File: config.mk
export PLATFORM = sky130hd
export DESIGN_NAME = hv_stream_gen
export DESIGN_NICKNAME = d
export VERILOG_FILES = /design/src/rtl/hv_stream_gen.sv
export SDC_FILE = /design/constraint.sdc
export NUM_CORES = 1
export LEC_CHECK = 0
export CAP_MARGIN = 25
export CORE_UTILIZATION = 40
export CTS_BUF_LIST = sky130_fd_sc_hd__clkbuf_4
export DETAILED_ROUTE_END_ITERATION = 7
export PLACE_DENSITY = 0.66
export REMOVE_ABC_BUFFERS = 1
export SYNTH_ARGS = -nofsm -noshare
export SYNTH_HDL_FRONTEND = slang
export SYNTH_SLANG_ARGS = --single-unit
File: constraint.sdc
create_clock -name clk -period 4.2 [get_ports clk]
set_input_delay 0.84 -clock clk [delete_from_list [all_inputs] [get_ports clk]]
set_output_delay 0.84 -clock clk [all_outputs]
set_load 0.05 [all_outputs]
File: src/rtl/hv_stream_gen.sv
// Hypervector stream generator: turns quantized features into level/position HV pairs for the HDC encoder.
// Optional macro HVGEN_LVL_QUANT_EN widens feat_value to FEAT_DW and truncates it to the level index.
module hv_stream_gen #(
    parameter int unsigned    DIM        = 256,
    parameter int unsigned    LVL_DW     = 4,
    parameter int unsigned    SMP_SIZE   = 64,
    parameter int unsigned    ELEM_DW    = 6,
    parameter int unsigned    SMP_CNT_DW = 16,
`ifdef HVGEN_LVL_QUANT_EN
    parameter int unsigned    FEAT_DW    = 8,
`endif
    parameter logic [DIM-1:0] SEED_POS   = {(DIM/16){16'hA5A5}},
    parameter logic [DIM-1:0] SEED_LVL   = {(DIM/16){16'h3C3C}}
) (
    input  logic                  clk,
    input  logic                  rst_n,
    input  logic                  flush,
    input  logic                  feat_valid,
    output logic                  feat_ready,
`ifdef HVGEN_LVL_QUANT_EN
    input  logic [FEAT_DW-1:0]    feat_value,
`else
    input  logic [LVL_DW-1:0]     feat_value,
`endif
    output logic                  hv_valid,
    input  logic                  hv_ready,
    output logic [DIM-1:0]        im_value,
    output logic [DIM-1:0]        im_pos,
    output logic                  hv_last,
    output logic [ELEM_DW-1:0]    elem_idx,
    output logic [SMP_CNT_DW-1:0] smp_cnt
);

    localparam int unsigned LEVELS = 1 << LVL_DW;
    localparam int unsigned STEP   = DIM / (2 * LEVELS);

    typedef enum logic {
        ST_EMPTY = 1'b0,
        ST_FULL  = 1'b1
    } state_e;

    state_e               state_q;
    state_e               state_d;
    logic                 in_hs;
    logic                 out_hs;
    logic                 smp_inc;
    logic                 last_c;
    logic [LVL_DW-1:0]    level_c;
    logic [DIM-1:0]       lvl_hv_c;
    int unsigned          flip_cnt;
    logic [ELEM_DW-1:0]   cnt_q;
    logic [DIM-1:0]       pos_q;

    // Output-stage occupancy register
    always_ff @(posedge clk or negedge rst_n) begin
        if (!rst_n) begin
            state_q <= ST_EMPTY;
        end else begin
            state_q <= state_d;
        end
    end

    // Flush always empties the stage; otherwise track fill/drain handshakes
    always_comb begin
        state_d = state_q;
        if (flush) begin
            state_d = ST_EMPTY;
        end else begin
            unique case (state_q)
                ST_EMPTY: if (in_hs) state_d = ST_FULL;
                ST_FULL:  if (out_hs && !in_hs) state_d = ST_EMPTY;
                default:  state_d = ST_EMPTY;
            endcase
        end
    end

    // Handshake qualification; flush suppresses both sides for that cycle
    always_comb begin
        feat_ready = 1'b0;
        in_hs      = 1'b0;
        out_hs     = 1'b0;
        smp_inc    = 1'b0;
        feat_ready = !flush && ((state_q == ST_EMPTY) || hv_ready);
        in_hs      = feat_valid && feat_ready;
        out_hs     = !flush && (state_q == ST_FULL) && hv_ready;
        smp_inc    = out_hs && hv_last;
    end

    assign hv_valid = (state_q == ST_FULL);
    assign last_c   = (cnt_q == ELEM_DW'(SMP_SIZE - 1));

`ifdef HVGEN_LVL_QUANT_EN
    assign level_c = LVL_DW'(feat_value >> (FEAT_DW - LVL_DW));
`else
    assign level_c = feat_value;
`endif

    // Level HV: flip the lowest level*STEP bits of the level-0 seed
    always_comb begin
        flip_cnt = 32'(level_c) * STEP;
        for (int unsigned d = 0; d < DIM; d++) begin
            lvl_hv_c[d] = SEED_LVL[d] ^ (d < flip_cnt);
        end
    end

    // Output payload register, loaded on input handshake
    always_ff @(posedge clk or negedge rst_n) begin
        if (!rst_n) begin
            im_value <= '0;
            im_pos   <= '0;
            hv_last  <= 1'b0;
            elem_idx <= '0;
        end else if (flush) begin
            hv_last  <= 1'b0;
            elem_idx <= '0;
        end else if (in_hs) begin
            im_value <= lvl_hv_c;
            im_pos   <= pos_q;
            hv_last  <= last_c;
            elem_idx <= cnt_q;
        end else if (out_hs) begin
            hv_last  <= 1'b0;
        end
    end

    // Element counter and rotating position HV; both rewind at sample end
    always_ff @(posedge clk or negedge rst_n) begin
        if (!rst_n) begin
            cnt_q <= '0;
            pos_q <= SEED_POS;
        end else if (flush) begin
            cnt_q <= '0;
            pos_q <= SEED_POS;
        end else if (in_hs) begin
            if (last_c) begin
                cnt_q <= '0;
                pos_q <= SEED_POS;
            end else begin
                cnt_q <= cnt_q + ELEM_DW'(1);
                pos_q <= {pos_q[DIM-2:0], pos_q[DIM-1]};
            end
        end
    end

    // Completed-sample counter, wraps naturally
    always_ff @(posedge clk or negedge rst_n) begin
        if (!rst_n) begin
            smp_cnt <= '0;
        end else if (smp_inc) begin
            smp_cnt <= smp_cnt + SMP_CNT_DW'(1);
        end
    end

endmodule

==> reports/results.ini, run 1 <==
[run_status]
status=complete, no violations

[placement]
hpwl_mm=36.89
place.gp.congestion=0.8300
port_buffers=477
post-place-ws_ns=0.6989

[detailed_routing]
dr_wl_met2_mm=29.33
via_count=17099
wl_met1_mm=25.42
remaining_drc_errors=0
firstDrtPassIters=5
dr_wl_met3_mm=3.722
routed_wl_mm=59.80
drtAntennaViolNets=0
vias_per_cell=4.873
wl_per_cell_um=17.04
drt_iter0_markers=1161
dr.max_layer_used=met4

[critical_path]
crit_path_end_kind=output port
path_buf_inv=1
max_stage_delay_ns=0.99
cp_top_family=flip-flops
path_max_fanout=69
setup.worst_path.start_class=register
cp_data_arrival_time_ns=2.86
cp.required_ns=3.36
path_cells=clkdlybuf4s50_1
crit_type=reg2out
slowest_stage=dfrtp_2

[synth]
synth_ff_type=dfrtp_1
synth_common_cells=800 x nand2_1, 445 x dfrtp_1, 250 x buf_4
synth_area_leaders=dfrtp_1 47%, dfstp_2 14%, nand2_1 13%, buf_4 7.9%, a22o_1 5.0%
yosysSeqAreaShare_pct=61.35
synth.avg_cell_area_sq_um=10.48
netlist_area_sq_um=23630
yosys_warnings=0
yosysMostFrequentCell=nand2_1
synth_edf_count=0
synth_seq_cells=573
yosys.area.top_type_share_pct=47.12
netlist_instances=2255
yosys.area.top_type=dfrtp_1
ys_types=41
synth-async-reset-ratio_pct=100.0

[grt]
grt_pass1_wl_mm=95.25
track_usage_pct=19.99
grt_max_degree=159
grt-ovfl-total=0
grt_pass1_vias=17138
antenna_found_initial=3

[sta]
hold_ws_ns=0.4601
period_share_pct=88.10
period_needed_ns=3.700
maxSlewViolCount=0
setup_ws_ns=0.4998
setup_viol=0
finClkSkew_ns=0.05553
max_freq_mhz=270.3
slew_headroom_pct=36.90
hold_viol=0
tightest_slew_ns=0.9465
fin_tns_setup_ns=0
rsz0062_at_grt=false

[clocking]
clkLatencyLatePin_ns=0.92
clkSinkCount=573
cts_root_buffer=clkbuf_4
cts_tree=yes
cts_htree_levels=4
clock_path_buffers=3
clk_pin_slew_ns=0.06
cts_setup_buffers=0
cts_buffers=149
cts_resized=0

[power_and_ir_drop]
peakVddDrop_v=0.0003000
p_leak_nw=14.30
pwr_density_cell_nw_per_um2=518.0
total_power_mw=15.37

[cells_and_area]
fin_util_pct=51.12
syn_to_final_growth_pct=25.52
nNetsFinal=2630
drive_gt1_share_pct=15.63

[floorplan]
num_rows=88
io_pins=546
start_util_pct=40.73
fp.dieH_um=245.1
core_sq_um=58030
die-area_sq_um=60050
die_w_um=245.1

[job]
maxCapViolCount=0

[min_path]
min_path_type=reg2reg

-- logic make-up (layout without fill, tap and decap cells) --
kind of cell             Yosys count  in the layout  share of synthesized area (%)
XOR/XNOR                          17             17                         0.6301
AND/OR/NAND/NOR                  995            995                          16.41
adder cells (fa/ha/maj)            2              2                         0.1059
buffers and inverters            369            786                          10.82
AO/OA/AOI/OAI                    298            298                          10.67
other                              1             73                        0.01587
flip-flops                       573            573                          61.35
-- metal layers --
layer / global-route usage (%) / up-vias
met2: 31.76 / 552
met5: 0 / -
met3: 5.828 / 69
li1: - / 7917
met1: 25.28 / 8561
met4: 8.750 / 0
-- final timing paths --
kind | end | startpoint | slack (ns) | cells after the start
max | im_value[203] | im_value[252] | 0.50 | 1
min | im_pos[69] | pos_q[69] | 0.46 | 2
max reg2reg | pos_q[227] | hv_valid | 1.72 | 5
min reg2reg | im_pos[69] | pos_q[69] | 0.46 | 2
max in group asynchronous | im_pos[130] | rst_n | 2.55 | 4
min in group asynchronous | im_value[252] | rst_n | 0.62 | 2
-- stage by stage --
stage | cell area, sq um | cells
final | 29660 | 3509
after global routing | 29660 | 3509
after CTS | 29650 | 3504
after detailed placement | 27590 | 3232
after global placement | 27590 | 3232
after floorplan | 21340 | 1957
-- state kept, by name, indices dropped and copies added (netlist names) --
signal and count:
hv_last 1, elem_idx 6, pos_q 256, im_value 31
smp_cnt 16, im_pos 256, cnt_q 6, hv_valid 1
-- cell type report --
type / instances / area [sq um]
Multi-Input combinational cell: 1380 / 6850
Antenna cell: 5 / 12.51
Timing Repair Buffer: 511 / 5275
Clock buffer: 240 / 1802
Clock inverter: 31 / 250.2
Inverter: 4 / 15.01
Tap cell: 765 / 957.2
Fill cell: 5137 / 28360
Sequential cell: 573 / 14500
-- power by group --
| group | switching (mW) | leakage [nW] | internal (mW) | total (mW) |
|---|---|---|---|---|
| Combinational | 2.53 | 5.91 | 1.11 | 3.64 |
| Clock | 2.31 | 1.21 | 2.83 | 5.15 |
| Sequential | 0.440 | 7.17 | 6.14 | 6.58 |
| Total | 5.28 | 14.3 | 10.1 | 15.4 |
-- placed cells by master, fill, tap and decap left out, drive strengths merged, types with 4 or more instances in the layout --
master	netlist	layout
bufinv	0	4
nand4	8	8
inv	4	6
conb	1	68
a21o	4	4
xnor2	9	9
dfrtp	445	445
a22o	134	134
clkdlybuf4s50	0	476
o22a	6	6
and3	4	4
o21ai	9	9
and2	4	4
buf	327	34
clkinv	0	21
nand3	13	13
a21oi	15	15
or3	4	4
dfstp	128	128
nor2	152	152
a2bb2oi	127	127
clkinvlp	0	4
nand2	800	800
diode	0	5
clkbuf	38	240
xor2	8	8
-- timing repair --
item / in CTS / in global routing
endpoints found under the hold margin: 73 / 0
endpoints found under the setup margin: 0 / 0
hold buffers: 1 / 0
Note: power is estimated with default switching activity, not from simulation.
==> run 2: changes to the inputs <==
--- a/config.mk
+++ b/config.mk
@@ -6,6 +6,7 @@
 export NUM_CORES = 1
 export LEC_CHECK = 0
 export CAP_MARGIN = 25
+export CORE_MARGIN = 10
 export CORE_UTILIZATION = 40
 export CTS_BUF_LIST = sky130_fd_sc_hd__clkbuf_4
 export DETAILED_ROUTE_END_ITERATION = 7
==> reports/results.ini, run 2 (synthesized netlist as in run 1, its figures left out) <==
[run_status]
status=complete, no violations

[detailed_routing]
vias_per_cell=4.841  ; -0.65%
wl_per_cell_um=18.11  ; +6.3%
via_count=16997  ; -0.60%
firstDrtPassIters=7  ; +2
drtAntennaViolNets=0  ; unchanged
drt_iter0_markers=1037  ; -11%
routed_wl_mm=63.59  ; +6.3%
remaining_drc_errors=0  ; unchanged

[sta]
fin_tns_setup_ns=0  ; unchanged
finClkSkew_ns=0.08254  ; +0.02700 ns
setup_viol=0  ; unchanged
rsz0062_at_grt=false
period_share_pct=82.75  ; -5.4 points
tightest_slew_ns=1.043  ; +0.09683 ns
hold_viol=0  ; unchanged
period_needed_ns=3.475  ; -0.2248 ns
slew_headroom_pct=30.45  ; -6.5 points
max_freq_mhz=287.7  ; +6.5%
maxSlewViolCount=0  ; unchanged

[clocking]
clk_pin_slew_ns=0.07  ; about the same
cts_resized=0  ; unchanged
clock_path_buffers=3  ; unchanged
cts_root_buffer=clkbuf_4
clkLatencyLatePin_ns=0.98  ; +0.06 ns
clkSinkCount=573  ; unchanged
cts_tree=yes
cts_htree_levels=4  ; unchanged
cts_buffers=149  ; unchanged

[critical_path]
path_max_fanout=68  ; -1.4%
crit_type=reg2out
path_cells=buf_4, clkdlybuf4s50_1
reg2reg_depth=5  ; unchanged
cp.required_ns=3.36  ; about the same
path_depth=2  ; +1
max_stage_delay_ns=0.92  ; -0.07 ns
slowest_stage=clkdlybuf4s50_1
setup.worst_path.start_class=register
cp_top_family=buffers and inverters
path_buf_inv=2  ; +1
crit_path_end_kind=output port
cp_data_arrival_time_ns=2.64  ; -0.22 ns

[min_path]
min_path_type=reg2reg
min_path_cells=2  ; unchanged

[grt]
track_usage_pct=18.08  ; -1.9 points
antenna_found_initial=1  ; -2
grt-ovfl-total=0  ; unchanged
grt_pass1_wl_mm=102.0  ; +7.1%
grt_max_degree=150  ; -5.7%
grt_pass1_vias=17665  ; +3.1%

[power_and_ir_drop]
p_switching_mw=5.328  ; +0.88%
clkPwrFrac_pct=33.4  ; about the same
intPower_mw=10.03  ; -0.50%
total_power_mw=15.36  ; about the same
power_switching_share_pct=34.68  ; +0.31 points
peakVddDrop_v=0.0003167  ; +5.6%
seqPwrFrac_pct=42.8  ; about the same
p_leak_nw=14.24  ; -0.42%
pwr_density_cell_nw_per_um2=519.4  ; +0.27%
combPwrFrac_pct=23.8  ; about the same

[cells_and_area]
syn_to_final_growth_pct=25.16
nNetsFinal=2622  ; -0.30%
fin_util_pct=50.30  ; -0.82 points
num-fill-cells=5334  ; +3.8%
reg_top3=im_pos x256, pos_q x256, im_value x31
final_cell_mix=799 x nand2_1, 476 x clkdlybuf4s50_1, 445 x dfrtp_1, 234 x clkbuf_4, 152 x nor2_1
final_common_cell=nand2_1
drive_gt1_share_pct=15.10  ; -0.53 points
instances_no_fill=3511  ; +0.057%

[floorplan]
start_util_pct=40.19  ; -0.53 points
core_sq_um=58800  ; +1.3%
io_pins=546  ; unchanged
die_w_um=263.1  ; +7.3%
num_rows=89  ; +1.1%
fp.dieH_um=263.1  ; +7.3%
die-area_sq_um=69200  ; +15%

[placement]
dp_cells=3232  ; unchanged
place.gp.congestion=0.8203  ; -1.2%
port_buffers=477  ; unchanged
hpwl_mm=40.56  ; +10%

[job]
maxCapViolCount=0  ; unchanged

==> run 2: changes by cell type in the layout (fill, tap and decap cells not counted) <==
| cell | previous run | this run |
|---|---|---|
| inv_2 | 2 | 1 |
| clkinv_4 | 2 | 4 |
| diode_2 | 5 | 2 |
| buf_12 | 19 | 16 |
| clkinv_2 | 3 | 1 |
| clkbuf_4 | 240 | 234 |
| inv_6 | 0 | 2 |
| buf_4 | 14 | 9 |
| dfrtp_1 | 444 | 445 |
| clkinv_1 | 16 | 27 |
| dfrtp_2 | 1 | 0 |
| clkinvlp_4 | 4 | 3 |
==> run 2: power groups by stage <==
stage	Clock (mW)	Combinational [mW]	Sequential, mW
floorplan	0	0.841	8.10
global route	5.65	3.86	6.64
global placement	0	3.67	6.64
detailed placement	0	3.70	6.66
finish	5.13	3.66	6.57
CTS	5.32	3.71	6.57
==> run 2: worst min-delay path, delay by kind of cell (launching register included) <==
kind | cells | cell delay (ns)
and+or+nand+nor | 2 | 0.10
DFF | 1 | 0.37
==> run 2: cell type report <==
cell class / count / area, sq um / share of cell area [%]
Multi-Input combinational cell: 1380 / 6850 / 23.16
Clock buffer: 234 / 1757 / 5.940
Timing Repair Buffer: 503 / 5177 / 17.51
Sequential cell: 573 / 14500 / 49.02
Inverter: 4 / 15.01 / 0.05077
Antenna cell: 2 / 5.005 / 0.01692
Clock inverter: 42 / 305.3 / 1.032
Tap cell: 773 / 967.2 / 3.270
==> run 2: path summary, 6_finish.rpt <==
path / start / end / slack [ns]
max: im_value[252] / im_value[252] / 0.72
min: pos_q[245] / im_pos[245] / 0.43
max reg2reg: hv_valid / pos_q[219] / 1.74
min reg2reg: pos_q[245] / im_pos[245] / 0.43
max in group asynchronous: rst_n / pos_q[82] / 2.57
min in group asynchronous: rst_n / im_pos[123] / 0.51
==> run 2: metrics by stage <==
| step | hold slack [ns] | setup WS, ns | cell area [sq um] |
|---|---|---|---|
| 2_1_floorplan | 0.4621 | -17.62 | 21340 |
| 3_3_place_gp | 0.4560 | 0.8149 | 27500 |
| 3_5_place_dp | 0.4563 | 0.7457 | 27500 |
| 4_1_cts | 0.4201 | 0.5527 | 29570 |
| 5_1_grt | 0.4712 | 0.4614 | 29580 |
| 6_report | 0.4281 | 0.7246 | 29580 |
==> run 2: what timing repair did <==
| item | CTS | global route |
|---|---|---|
| hold buffers | 1 | 0 |
| setup buffers | 0 | 0 |
| endpoints found under the hold margin | 60 | 0 |
==> run 2: per-layer routing <==
layer | vias to the layer above | share of wire (%) | GRT usage, %
li1 | 7872 | - | -
met1 | 8543 | 43 | 22.63
met2 | 495 | 49 | 29.01
met3 | 87 | 7.0 | 6.033
met4 | 0 | 1.8 | 5.980
met5 | - | 0 | 0
==> run 3: changes to the inputs <==
--- a/config.mk
+++ b/config.mk
@@ -10,7 +10,7 @@
 export CORE_UTILIZATION = 40
 export CTS_BUF_LIST = sky130_fd_sc_hd__clkbuf_4
 export DETAILED_ROUTE_END_ITERATION = 7
-export PLACE_DENSITY = 0.66
+export PLACE_DENSITY = 0.69
 export REMOVE_ABC_BUFFERS = 1
 export SYNTH_ARGS = -nofsm -noshare
 export SYNTH_HDL_FRONTEND = slang
==> constraint.sdc (replaced) <==
create_clock -name clk -period 2.9 [get_ports clk]
set_input_delay 0.58 -clock clk [delete_from_list [all_inputs] [get_ports clk]]
set_output_delay 0.58 -clock clk [all_outputs]
set_load 0.05 [all_outputs]
==> reports/results.ini, run 3 (synthesized netlist as in run 1, its figures left out) <==
[min_path]
min_path_type=in2async

[cells_and_area]
final_cell_mix=799 x nand2_1, 445 x dfrtp_1, 268 x clkdlybuf4s50_1, 244 x clkbuf_4, 152 x nor2_1
final_common_cell=nand2_1
num-fill-cells=5142  ; -3.6%
drive_gt1_share_pct=19.28  ; +4.2 points
reg_top3=im_pos x256, pos_q x256, im_value x31
stdcell_area_sq_um=30580  ; +3.4%
multi_input_area_sq_um=6850  ; unchanged
nNetsFinal=2670  ; +1.8%
syn_to_final_growth_pct=29.42
seq_area_sq_um=14500  ; unchanged
fin_util_pct=52.02  ; +1.7 points

[critical_path]
crit_path_end_kind=output port
r2r_start=cnt_q[0]
path_max_fanout=2  ; -97%
cp_data_arrival_time_ns=2.18  ; -0.46 ns
max_stage_delay_ns=0.83  ; -0.09 ns
path_buf_inv=1  ; -1
crit_start=im_pos[245]
cp.required_ns=2.32  ; -1.04 ns
cp_top_family=buffers and inverters
crit_type=reg2out
slowest_stage=clkdlybuf4s50_1
rrSetupSlack_ns=0.70  ; -1.04 ns
path_cells=clkdlybuf4s50_1
setup.worst_path.start_class=register

[sta]
setup_ws_ns=0.1439  ; -0.5807 ns
maxSlewViolCount=0  ; unchanged
slew_headroom_pct=51.71  ; +21 points
tightest_slew_ns=0.7244  ; -0.3189 ns
period_share_pct=95.04
hold_viol=0  ; unchanged
setup_viol=0  ; unchanged
fin_tns_setup_ns=0  ; unchanged
hold_ws_ns=0.2031  ; -0.2250 ns
finClkSkew_ns=0.06918  ; -0.01336 ns
period_needed_ns=2.756
max_freq_mhz=362.8

[floorplan]
start_util_pct=40.19  ; unchanged
io_pins=546  ; unchanged
die_w_um=263.1  ; unchanged
die-area_sq_um=69200  ; unchanged
core_sq_um=58800  ; unchanged
fp.dieH_um=263.1  ; unchanged
num_rows=89  ; unchanged

[clocking]
cts_buffers=154  ; +3.4%
cts_setup_buffers=0  ; unchanged
cts_root_buffer=clkbuf_4
clk_pin_slew_ns=0.07  ; about the same
clkLatencyLatePin_ns=0.97  ; about the same
cts_htree_levels=4  ; unchanged
clkSinkCount=573  ; unchanged
cts_tree=yes
clock_path_buffers=3  ; unchanged

[run_status]
status=complete, no violations

[grt]
grt_max_degree=105  ; -30%
grt-ovfl-total=0  ; unchanged
track_usage_pct=18.05  ; -0.031 points
grt_pass1_wl_mm=102.6  ; +0.54%
grt_pass1_vias=18135  ; +2.7%
antenna_found_initial=2  ; +1

[detailed_routing]
vias_per_cell=4.855  ; +0.28%
firstDrtPassIters=5  ; -2
remaining_drc_errors=0  ; unchanged
drt_iter0_markers=1157  ; +12%
routed_wl_mm=64.09  ; +0.78%
wl_per_cell_um=17.96  ; -0.83%
via_count=17322  ; +1.9%
drtAntennaViolNets=0  ; unchanged

[placement]
hpwl_mm=43.66  ; +7.6%
post-place-ws_ns=0.3023  ; -0.4434 ns
place.gp.congestion=0.8102  ; -1.2%
port_buffers=477  ; unchanged
postPlaceCellArea_sq_um=28580  ; +3.9%

[power_and_ir_drop]
p_leak_nw=15.24  ; +7.0%
pwr_density_cell_nw_per_um2=728.0  ; +40%
peakVddDrop_v=0.0004161  ; +31%

[job]
maxCapViolCount=0  ; unchanged

run 3: repair_timing:
item	in CTS	in global routing
hold buffers	1	0
endpoints found under the hold margin	197	0
gates resized for setup	140	0
setup endpoints to repair	207	0
run 3: power breakdown:
part	switching [mW]	leakage (nW)	internal [mW]	total, mW
combinational	3.71	6.81	1.50	5.21
clock	3.42	1.25	4.11	7.54
sequential	0.625	7.17	8.89	9.51
total	7.76	15.2	14.5	22.3
run 3: worst paths after layout:
kind	end	depth (start not counted)
setup reg to reg	pos_q[236]	5
setup / recovery	im_pos[245]	1
min in group clk	im_value[101]	3
hold reg to reg	im_pos[136]	2
max in group asynchronous	im_pos[67]	4
hold / removal	pos_q[190]	2
run 3: stage by stage:
stage          cells  power [mW]
2_1_floorplan   1957       12.94
3_3_place_gp    3274       14.98
3_5_place_dp    3274       15.05
4_1_cts         3563       22.57
5_1_grt         3567       23.34
6_report        3568       22.26
run 3: final cells by class:
| cell class | instances | area share [%] |
|---|---|---|
| Antenna cell | 5 | 0.04091 |
| Clock buffer | 244 | 5.989 |
| Clock inverter | 43 | 0.9246 |
| Inverter | 4 | 0.04909 |
| Multi-Input combinational cell | 1380 | 22.40 |
| Sequential cell | 573 | 47.41 |
| Tap cell | 773 | 3.162 |
| Timing Repair Buffer | 546 | 20.03 |
run 3: layer usage:
layer,track usage [%],part of all wire [%],routed length [um],up-vias
met5,0,0,0,-
met4,6.400,1.9,1226,0
met3,5.382,6.7,4312,85
met2,30.31,50,32280,568
met1,21.69,41,26270,8677
li1,-,-,-,7992
